$ cat config.mk
export PLATFORM = sky130hd
export DESIGN_NAME = multi_sevenseg
export DESIGN_NICKNAME = d
export VERILOG_FILES = /design/src/rtl/multi_sevenseg.sv
export SDC_FILE = /design/constraint.sdc
export NUM_CORES = 1
export LEC_CHECK = 0
export ABC_AREA = 1
export ABC_CLOCK_PERIOD_IN_PS = 1550
export CORE_ASPECT_RATIO = 1.5
export CORE_MARGIN = 1
export CORE_UTILIZATION = 50
export CTS_CLUSTER_SIZE = 28
export DETAILED_ROUTE_END_ITERATION = 8
export DONT_BUFFER_PORTS = 1
export HOLD_SLACK_MARGIN = 0.06
export PLACE_DENSITY_LB_ADDON = 0.05
export SLEW_MARGIN = 25
export SYNTH_ARGS = -nofsm -noshare
export SYNTH_HDL_FRONTEND = slang
export SYNTH_SLANG_ARGS = --single-unit
$ cat constraint.sdc
create_clock -name clk -period 1.55 [get_ports clk]
set_input_delay 0.31 -clock clk [delete_from_list [all_inputs] [get_ports clk]]
set_output_delay 0.31 -clock clk [all_outputs]
set_load 0.02 [all_outputs]
$ cat src/rtl/multi_sevenseg.sv
// rtl/multi_sevenseg.sv - sequential double-dabble binary to multi-digit seven-segment driver
// Optional leading-zero blanking via `define LZ_BLANK_EN.
module multi_sevenseg #(
    parameter int BIN_W  = 16,
    parameter int DIGITS = 5
) (
    input  logic                  clk,
    input  logic                  rst_n,
    input  logic [BIN_W-1:0]      value,
    input  logic                  load,
    output logic                  busy,
    output logic                  done,
    output logic                  overflow,
    output logic [7*DIGITS-1:0]   seg
);

    // Decimal digits needed to hold 2^w-1; sizes the BCD accumulator.
    function automatic int bcd_digits(input int w);
        longint unsigned v;
        int n;
        v = (64'd1 << w) - 64'd1;
        n = 0;
        while (v != 0) begin
            n = n + 1;
            v = v / 10;
        end
        return n;
    endfunction

    localparam int NB = bcd_digits(BIN_W);
    localparam int NX = (NB > DIGITS) ? NB : DIGITS;
    localparam int CW = $clog2(BIN_W + 1);
    localparam logic [6:0] DASH  = 7'b0111111;
    localparam logic [6:0] BLANK = 7'b1111111;

    function automatic logic [6:0] pattern(input logic [3:0] d);
        case (d)
            4'd0:    pattern = 7'b1000000;
            4'd1:    pattern = 7'b1111001;
            4'd2:    pattern = 7'b0100100;
            4'd3:    pattern = 7'b0110000;
            4'd4:    pattern = 7'b0011001;
            4'd5:    pattern = 7'b0010010;
            4'd6:    pattern = 7'b0000010;
            4'd7:    pattern = 7'b1111000;
            4'd8:    pattern = 7'b0000000;
            4'd9:    pattern = 7'b0011000;
            default: pattern = DASH;
        endcase
    endfunction

    function automatic logic [7*DIGITS-1:0] reset_seg();
        logic [7*DIGITS-1:0] r;
        for (int k = 0; k < DIGITS; k++) begin
`ifdef LZ_BLANK_EN
            r[7*k +: 7] = (k == 0) ? pattern(4'd0) : BLANK;
`else
            r[7*k +: 7] = pattern(4'd0);
`endif
        end
        return r;
    endfunction

    localparam logic [7*DIGITS-1:0] SEG_RST = reset_seg();

    typedef enum logic [1:0] {IDLE, SHIFT, UPDATE} state_t;

    state_t                state, state_nx;
    logic [BIN_W-1:0]      shreg;
    logic [4*NB-1:0]       bcd, bcd_adj;
    logic [4*NX-1:0]       bcd_ext;
    logic [CW-1:0]         cnt;
    logic [7*DIGITS-1:0]   seg_nx;
    logic                  ovf_nx;
    logic [3:0]            nib;
`ifdef LZ_BLANK_EN
    logic                  lead;
`endif

    assign busy    = (state != IDLE);
    assign bcd_ext = (4*NX)'(bcd);

    always_ff @(posedge clk or negedge rst_n) begin
        if (!rst_n) state <= IDLE;
        else        state <= state_nx;
    end

    always_comb begin
        state_nx = state;
        case (state)
            IDLE:    if (load) state_nx = SHIFT;
            SHIFT:   if (cnt == CW'(BIN_W - 1)) state_nx = UPDATE;
            UPDATE:  state_nx = IDLE;
            default: state_nx = IDLE;
        endcase
    end

    always_comb begin
        bcd_adj = bcd;
        for (int i = 0; i < NB; i++) begin
            if (bcd[4*i +: 4] >= 4'd5) bcd_adj[4*i +: 4] = bcd[4*i +: 4] + 4'd3;
        end
    end

    // Display image from the finished accumulator, scanned from the top digit down.
    always_comb begin
        ovf_nx = 1'b0;
        seg_nx = '0;
        nib    = '0;
`ifdef LZ_BLANK_EN
        lead   = 1'b1;
`endif
        for (int i = DIGITS; i < NX; i++) begin
            if (bcd_ext[4*i +: 4] != 4'd0) ovf_nx = 1'b1;
        end
        for (int k = DIGITS - 1; k >= 0; k--) begin
            nib = bcd_ext[4*k +: 4];
`ifdef LZ_BLANK_EN
            if (nib != 4'd0) lead = 1'b0;
            seg_nx[7*k +: 7] = ovf_nx ? DASH : ((lead && k != 0) ? BLANK : pattern(nib));
`else
            seg_nx[7*k +: 7] = ovf_nx ? DASH : pattern(nib);
`endif
        end
    end

    always_ff @(posedge clk or negedge rst_n) begin
        if (!rst_n) begin
            shreg    <= '0;
            bcd      <= '0;
            cnt      <= '0;
            seg      <= SEG_RST;
            overflow <= 1'b0;
            done     <= 1'b0;
        end else begin
            done <= 1'b0;
            case (state)
                IDLE: if (load) begin
                    shreg <= value;
                    bcd   <= '0;
                    cnt   <= '0;
                end
                SHIFT: begin
                    bcd   <= {bcd_adj[4*NB-2:0], shreg[BIN_W-1]};
                    shreg <= {shreg[BIN_W-2:0], 1'b0};
                    cnt   <= cnt + CW'(1);
                end
                UPDATE: begin
                    seg      <= seg_nx;
                    overflow <= ovf_nx;
                    done     <= 1'b1;
                end
                default: ;
            endcase
        end
    end

endmodule

==> results of run 1 <==
[cells by family (layout without fill, tap and decap cells)]
| logic type | after synthesis | count (layout) | share of synthesized area (%) |
|---|---|---|---|
| AOI/OAI and AO/OA | 84 | 84 | 10.3 |
| adders and majority gates | 28 | 28 | 8.20 |
| buffers and inverters | 75 | 85 | 7.96 |
| DFF | 79 | 79 | 46.4 |
| other | 1 | 1 | 0.0878 |
| and+or+nand+nor | 276 | 276 | 27.1 |
[registers in the layout, indices dropped and copies added (netlist names)]
signal / count
done: 1
shreg: 16
seg: 35
cnt: 5
state: 2
bcd: 20
[cell type report]
cell class	instances	area, um^2
Clock buffer	12	246
Clock inverter	4	45.0
Sequential cell	79	1990
Timing Repair Buffer	14	143
Inverter	55	210
Fill cell	761	3440
Multi-Input combinational cell	389	1960
Tap cell	105	131
[metal layers]
metal | wire length (um) | part of all wire [%] | vias to the layer above
li1 | - | - | 1768
met4 | 149 | 1.7 | 0
met5 | 0 | 0 | -
met2 | 4490 | 51 | 66
met1 | 3920 | 44 | 1591
met3 | 275 | 3.1 | 13
[timing repair]
item	CTS	global route
resized for setup	0	8
setup endpoints to repair	0	9
hold endpoints to repair	79	79
[synthesized netlist by cell type, drive strengths merged]
| master | count | area share (%) |
|---|---|---|
| nand2 | 172 | 15 |
| dfrtp | 74 | 43 |
| nand3 | 62 | 7.3 |
| inv | 54 | 4.8 |
| o21ai | 54 | 6.3 |
| nor2 | 41 | 4.2 |
| ha | 28 | 8.2 |
| a21oi | 20 | 2.4 |
| buf | 17 | 2.8 |
| a31oi | 6 | 0.88 |
| dfstp | 5 | 3.1 |
| clkbuf | 3 | 0.26 |
| o22ai | 2 | 0.29 |
| clkinv | 1 | 0.088 |
| conb | 1 | 0.088 |
| nand4 | 1 | 0.15 |
| o211ai | 1 | 0.18 |
| o21bai | 1 | 0.18 |
[final timing paths]
check / startpoint / to / slack (ns) / cells after the start
setup / recovery: bcd[16] / seg[32] / 0.12 / 8
hold / removal: rst_n / shreg[3] / -0.34 / 0
setup reg to reg: bcd[16] / seg[32] / 0.12 / 8
hold reg to reg: shreg[0] / shreg[0] / 0.48 / 2
max in group asynchronous: rst_n / seg[6] / 1.70 / 0
min in group clk: value[0] / shreg[0] / 0.09 / 2
[worst reg2reg max path, cell delays in order (launching register included)]
cell and delay (ns):
dfrtp_1 0.44, inv_1 0.13, ha_2 0.23, ha_1 0.16, inv_1 0.04, nand2_1 0.05, nor2_1 0.05, a21oi_1 0.14
o21ai_1 0.08
[report_power, final]
| group | leakage (nW) | switching [mW] | total (mW) | internal [mW] |
|---|---|---|---|---|
| Combinational | 1.27 | 2.49 | 4.06 | 1.57 |
| Clock | 0.146 | 0.802 | 2.09 | 1.28 |
| Sequential | 0.966 | 1.04 | 3.92 | 2.87 |
| Total | 2.38 | 4.34 | 10.1 | 5.72 |
==> impl_metrics.toml, run 1 <==
[layout]
stdcell_count = 658
final_common_cell = "nand2_1"
final_cell_mix = "nand2_1 (169), dfrtp_1 (72), nand3_1 (62), inv_1 (48), o21ai_0 (47)"
drive_above_1_share_pct = 9.58
nets = 595
diodes = 0
final_core_util_pct = 57.8
area_delta_synth_final_pct = 10.4
final_area_um2 = 4720

[detailed_routing]
drt_first_pass_iters = 5
ant_nets = 0
wire_per_inst_um = 13.4
drcViolationCount = 0
drt_iter0_markers = 157
wirelength_mm = 8.83
num_vias = 3438
via_per_inst = 5.22

[critical_path]
slowest_stage = "dfrtp_1"
cp_cell_sequence = "inv_1 -> ha_2 -> ha_1 -> inv_1 -> nand2_1 -> nor2_1 -> a21oi_1 -> o21ai_1"
required_ns = 1.77
cp_num_buf_inv = 2
crit_family = "flip-flops"
endpoint_kind = "flop"
start_kind = "flop"
max_stage_delay_ns = 0.44
cp_max_fo = 6
cp.arrival_ns = 1.65
cp_common_cell = "inv_1"
critPathKind = "reg -> reg"

[floorplan]
row_count = 40
ioPinCount = 57
die_area_um2 = 8930
coreArea_um2 = 8160
die_width_um = 77.5
fp.dieH_um = 115
initial_utilization_pct = 52.4

[sta]
rsz0062_at_grt = "no"
holdWs_ns = -0.337
timing.final.max_slew_violations = 0
tns_ns = 0
clock_skew_ns = 0.00734
setup_ws_ns = 0.117
hold_violations = 79
min_period_ns = 1.43
post-route-period-util_pct = 92.5
setup_viol_count_final = 0
clock.fmax_mhz = 698

[place]
place_ws_ns = 0.0941
gp_congestion = 0.869
place_inst = 642
post-dp-hpwl_mm = 6.19
io_buffers = 0
place_area_um2 = 4420

[yosys]
ys_ff_latch = 79
ys_seq_area_share_pct = 46.4
synth_area_per_cell_um2 = 7.87
yosys_warnings = 0
synth.distinct_cells = 28
synth_fp_nets = 590
syn_area_um2 = 4270
postSynthCellCount = 543

[clocking]
clk_pin_slew_worst_paths_ns = 0.06
tritoncts = "done"
clockBufferDepth = 2
cts_buffers = 9
clockRootBuffer = "clkbuf_16"
cts_htree_levels = 3
clk_latency_ns = 0.34
post_cts_buffers = 0
cts_num_sinks = 79

[run_status]
violations = "negative hold slack"
status = "finished with violations"

[worst_hold_path]
holdCritPathClass = "in -> async"

[global_routing]
grt_max_degree = 80
antenna_found_initial = 0
grtUsageMet2_pct = 39.5
use_met1_pct = 24.0
grt_pass1_wl_mm = 15.1
first_global_vias = 3368
use_met3_pct = 5.32
grt.busiest_layer = "met2"
grt_use_total_pct = 21.6
overflow = 0

[power_and_ir_drop]
power_mw = 10.1
p_per_area_nw_per_um2 = 2130
p_leak_nw = 2.38
irDropWorstVdd_mv = 0.882

[job]
maxCapViolCount = 0
No activity file was read; power rests on OpenSTA's default activity.
==> run 2, diff against run 1 <==
--- a/config.mk
+++ b/config.mk
@@ -13,6 +13,7 @@
 export CTS_CLUSTER_SIZE = 28
 export DETAILED_ROUTE_END_ITERATION = 8
 export DONT_BUFFER_PORTS = 1
+export GPL_ROUTABILITY_DRIVEN = 1
 export HOLD_SLACK_MARGIN = 0.06
 export PLACE_DENSITY_LB_ADDON = 0.05
 export SLEW_MARGIN = 25
==> results of run 2 <==
Same layout as run 1: the final DEF is identical, and so are final timing and power.
==> run 3, diff against run 2 <==
--- a/config.mk
+++ b/config.mk
@@ -8,7 +8,6 @@
 export ABC_AREA = 1
 export ABC_CLOCK_PERIOD_IN_PS = 1550
 export CORE_ASPECT_RATIO = 1.5
-export CORE_MARGIN = 1
 export CORE_UTILIZATION = 50
 export CTS_CLUSTER_SIZE = 28
 export DETAILED_ROUTE_END_ITERATION = 8
==> results of run 3 <==
Same layout as run 1: the final DEF is identical, and so are final timing and power.
